--- src/rtl/alu_seq.sv ---
`default_nettype none
// ============================================================================
// Module   : alu_seq
// Brief    : Multi-cycle 32-bit ALU with latched operands, registered result
//            and flags, and a one-bit-per-cycle serial left shifter.
// Revision : 1.0 - initial release
// ============================================================================
module alu_seq (
    input  logic        clk,
    input  logic        rst,
    input  logic        start,
    input  logic [31:0] A,
    input  logic [31:0] B,
    input  logic [2:0]  ALU_OP,
    output logic [31:0] F,
    output logic        ZF,
    output logic        OF,
    output logic        CF,
    output logic        busy,
    output logic        done
);

    localparam logic [2:0] c_OP_AND = 3'b000;
    localparam logic [2:0] c_OP_OR  = 3'b001;
    localparam logic [2:0] c_OP_XOR = 3'b010;
    localparam logic [2:0] c_OP_NOR = 3'b011;
    localparam logic [2:0] c_OP_ADD = 3'b100;
    localparam logic [2:0] c_OP_SUB = 3'b101;
    localparam logic [2:0] c_OP_SLT = 3'b110;
    localparam logic [2:0] c_OP_SLL = 3'b111;

    typedef enum logic [1:0] {
        IDLE  = 2'd0,
        EXEC  = 2'd1,
        SHIFT = 2'd2
    } state_t;

    state_t      r_state;
    state_t      w_state_nxt;

    logic [31:0] r_a;
    logic [31:0] r_b;
    logic [2:0]  r_op;
    logic [31:0] r_shreg;
    logic [4:0]  r_cnt;
    logic [31:0] r_f;
    logic        r_zf;
    logic        r_of;
    logic        r_cf;
    logic        r_done;

    logic [32:0] w_sum;
    logic [31:0] w_diff;
    logic [31:0] w_f;
    logic        w_of;
    logic        w_cf;

    always_ff @(posedge clk) begin
        if (rst) begin
            r_state <= IDLE;
        end else begin
            r_state <= w_state_nxt;
        end
    end

    always_comb begin
        w_state_nxt = r_state;
        case (r_state)
            IDLE: begin
                if (start) begin
                    w_state_nxt = (ALU_OP == c_OP_SLL) ? SHIFT : EXEC;
                end
            end
            EXEC:    w_state_nxt = IDLE;
            SHIFT: begin
                if (r_cnt == 5'd0) begin
                    w_state_nxt = IDLE;
                end
            end
            default: w_state_nxt = IDLE;
        endcase
    end

    // Single-cycle result path, evaluated only from the latched operands.
    always_comb begin
        w_sum  = {1'b0, r_a} + {1'b0, r_b};
        w_diff = r_a - r_b;
        w_f    = 32'd0;
        w_of   = 1'b0;
        w_cf   = 1'b0;
        case (r_op)
            c_OP_AND: w_f = r_a & r_b;
            c_OP_OR:  w_f = r_a | r_b;
            c_OP_XOR: w_f = r_a ^ r_b;
            c_OP_NOR: w_f = ~(r_a | r_b);
            c_OP_ADD: begin
                w_f  = w_sum[31:0];
                w_cf = w_sum[32];
                w_of = (r_a[31] == r_b[31]) && (w_sum[31] != r_a[31]);
            end
            c_OP_SUB: begin
                w_f  = w_diff;
                w_cf = (r_a < r_b);
                w_of = (r_a[31] != r_b[31]) && (w_diff[31] != r_a[31]);
            end
            c_OP_SLT: w_f = {31'd0, ($signed(r_a) < $signed(r_b))};
            default:  w_f = 32'd0;
        endcase
    end

    always_ff @(posedge clk) begin
        if (rst) begin
            r_a     <= 32'd0;
            r_b     <= 32'd0;
            r_op    <= 3'd0;
            r_shreg <= 32'd0;
            r_cnt   <= 5'd0;
            r_f     <= 32'd0;
            r_zf    <= 1'b1;
            r_of    <= 1'b0;
            r_cf    <= 1'b0;
            r_done  <= 1'b0;
        end else begin
            r_done <= 1'b0;
            case (r_state)
                IDLE: begin
                    if (start) begin
                        r_a  <= A;
                        r_b  <= B;
                        r_op <= ALU_OP;
                        // Shifter is primed on the launch edge so the first
                        // SHIFT cycle can already move a bit.
                        if (ALU_OP == c_OP_SLL) begin
                            r_shreg <= A;
                            r_cnt   <= B[4:0];
                        end
                    end
                end
                EXEC: begin
                    r_f    <= w_f;
                    r_zf   <= (w_f == 32'd0);
                    r_of   <= w_of;
                    r_cf   <= w_cf;
                    r_done <= 1'b1;
                end
                SHIFT: begin
                    if (r_cnt != 5'd0) begin
                        r_shreg <= {r_shreg[30:0], 1'b0};
                        r_cnt   <= r_cnt - 5'd1;
                    end else begin
                        r_f    <= r_shreg;
                        r_zf   <= (r_shreg == 32'd0);
                        r_of   <= 1'b0;
                        r_cf   <= 1'b0;
                        r_done <= 1'b1;
                    end
                end
                default: r_done <= 1'b0;
            endcase
        end
    end

    assign F    = r_f;
    assign ZF   = r_zf;
    assign OF   = r_of;
    assign CF   = r_cf;
    assign done = r_done;
    assign busy = (r_state != IDLE);

endmodule
`default_nettype wire

--- config.mk ---
export PLATFORM = sky130hd
export DESIGN_NAME = alu_seq
export DESIGN_NICKNAME = d
export VERILOG_FILES = /design/src/rtl/alu_seq.sv
export SDC_FILE = /design/constraint.sdc
export NUM_CORES = 1
export LEC_CHECK = 0
export CORE_MARGIN = 3
export CORE_UTILIZATION = 50
export DETAILED_ROUTE_END_ITERATION = 16
export PLACE_DENSITY = 0.73
export SYNTH_ARGS = -nofsm -noshare
export SYNTH_HDL_FRONTEND = slang
export SYNTH_SLANG_ARGS = --single-unit
--- constraint.sdc ---
create_clock -name clk -period 4.65 [get_ports clk]
set_input_delay 1.395 -clock clk [delete_from_list [all_inputs] [get_ports clk]]
set_output_delay 1.395 -clock clk [all_outputs]
set_load 0.02 [all_outputs]
==> impl_metrics.ini <==
[run_status]
status = finished, final reports clean

[timing]
clock.fmax_mhz = 228
hold_violations = 0
rsz0062_at_grt = no
slew_headroom_pct = 35.4
finalSetupTns_ps = 0
setup_slack_ps = 271
slew_violations = 0
skew_ps = 16.9
fin_crit_sh_pct = 94.2
setup_viol = 0
worst_pin_slew_ps = 957
fin_crit_ps = 4380

[synthesis]
syn_nets = 1777
synth_top_area_share_pct = 24.2
yosysTopAreaCell = dfxtp_1
synth_flop_cell = dfxtp_1
synth_commonest_cells = nand2_1, a21oi_1, dfxtp_1
seq_area_frac_synth_pct = 24.2
synthesis.area_um2 = 11800
synth_most_common_cell = nand2_1
yosysWarningCount = 0
ys_types = 89
postSynth.asyncResetShare_pct = 0
syn_inst = 1601
ys_ff_latch = 142
synth-edff-count = 0
yosys-top-cells-area = dfxtp_1, ha_1, nand2_1
syn_avg_cell_area_um2 = 7.35

[floorplan]
start_util_pct = 51.3
die_w_um = 159
row_count = 55
io_pins = 107
die_h_um = 159
die_area_um2 = 25400
core_area_um2 = 22900

[cts]
cts-resized-gates = 0
cts_setup_buffers = 0
h-tree-depth = 4
cts_buffers = 17
clock_latency_ps = 450
cts_tree = built
cts_sinks = 142
path_clk_slew_ps = 70
holdBufCountCts = 0
root_buffer = clkbuf_16
cts_buffer_depth = 2

[drt]
drc_errors = 0
wl_mm = 41.4
vias_per_cell = 6.15
drtPass1Iterations = 6
detail_route.wl_per_cell_um = 21.0
drtIter0Drc = 1382
antenna_left = 0
num_vias = 12100

[placed_design]
dpl_worst_slack_ps = 407
gp_congestion = 1.00
dp_hpwl_mm = 30.7
port_buffers = 106
dp.cells = 1940

[worst_setup_path]
reg2reg_slack_ps = 270
cp-end-kind = flop
worstPathArrival_ps = 4750
reg2reg_from = r_a[2]
critPathLaunch = r_a[2]
timing.rr.end = ZF
cp-start-kind = flop
r2r_cells = 14
worstPathRequired_ps = 5020
crit_type = flop to flop
path_max_fanout = 8

[global_route]
track_usage_pct = 31.4
grt_max_degree = 76
grt_pass1_wl_mm = 64.2
grt.overflow.total = 0
grt_pass1_vias = 11300
antenna_found_initial = 0

[cells_and_area]
drive_above_1_share_pct = 5.85
syn_to_final_growth_pct = 14.8
nets = 1822
antennaDiodeCount = 0
fin_cells = 1972

[min_path]
hp-class = flop to flop
worstHoldStart = F[12]
holdPathEnd = F[12]
worst_hold_path.num_cells = 2

[job]
cap_viol_max_count = 0

[pwr]
ir_drop_mv = 0.261
leakagePower_uw = 0.00511
power.density_nw_per_um2 = 302
-- report_power, final --
part           switching, uW  internal [uW]  leakage, uW
Combinational            781            482      0.00366
Sequential              66.7           1280      0.00116
Clock                    732            736     0.000296
Total                   1580           2500      0.00511
-- how the worst max path moves through the flow --
stage / end / slack [ps] / cells past startpoint
after floorplan: ZF / 1230 / 14
after global placement: ZF / 390 / 13
after detailed placement: ZF / 410 / 14
after CTS: ZF / 400 / 14
after global routing: ZF / 120 / 16
final: ZF / 270 / 14
-- stage by stage --
step                      util, %  area, um^2  power, uW  hold slack [ps]
after floorplan                 -       11800       2210              445
after global placement       56.3       12900       2590              442
after detailed placement     56.3       12900       2600              444
after CTS                    59.0       13500       4050              462
after global routing         59.0       13500       4240              473
final                        59.0       13500       4080              456
-- per-layer routing --
| metal | vias to the layer above | part of all wire, % | routed length, um | GRT usage [%] |
|---|---|---|---|---|
| met5 | - | 0 | 0 | 0 |
| met4 | 0 | 2.8 | 1170 | 9.75 |
| met3 | 78 | 10 | 4130 | 5.54 |
| met2 | 655 | 43 | 17600 | 47.2 |
| met1 | 5654 | 45 | 18400 | 45.5 |
| li1 | 5738 | - | - | - |
-- worst max-delay path, cell delays in order (launching register included) --
cell,delay (ps)
dfxtp_1,380
inv_1,60
ha_1,400
nand2b_4,190
a2111o_1,500
a311oi_1,690
a2111oi_0,190
buf_4,190
o31ai_1,350
a221oi_1,180
o21ai_1,180
mux2i_1,250
nand2_1,90
or4_1,520
o21ai_1,140
-- cells by family (layout without fill, tap and decap cells) --
group,count (synthesis),count (layout),share of synthesized area (%)
mux,61,61,5.25
simple gates,537,537,20.5
buf+inv,218,276,8.22
flops,142,142,24.2
compound gates,486,486,26.6
fa+ha+maj,106,106,11.4
xor+xnor,51,51,3.80
-- layout by cell type, fill, tap and decap left out, types with 15 or more instances in the layout --
cell type | Yosys | routed
nand2_1 | 250 | 249
a21oi_1 | 182 | 182
dfxtp_1 | 142 | 140
nor2_1 | 136 | 135
inv_1 | 107 | 107
clkdlybuf4s50_1 | 0 | 105
ha_1 | 104 | 103
o21ai_0 | 70 | 70
mux2i_1 | 58 | 58
a211oi_1 | 44 | 44
xnor2_1 | 42 | 42
buf_4 | 1 | 30
nor3_1 | 29 | 29
nand3_1 | 21 | 21
o211ai_1 | 18 | 18
nor4_1 | 18 | 18
a311oi_1 | 17 | 17
clkbuf_16 | 0 | 17
o22ai_1 | 16 | 16
a21o_1 | 15 | 15
a31oi_1 | 15 | 15
-- sequential cells by signal (all words and copies together) (netlist names), 2 cells and up --
signal / flops
r_b: 32
r_shreg: 32
r_state: 2
F: 32
r_cnt: 5
r_a: 32
r_op: 3
-- cell type report --
cell class | instances | area, um^2
fill | 2179 | 9400
inverter | 109 | 409
timing repair buffer | 135 | 1280
sequential | 142 | 2850
tap | 313 | 392
clock buffer | 17 | 425
clock inverter | 15 | 190
multi-input combinational | 1241 | 7970
Note: power is estimated with default switching activity, not from simulation.
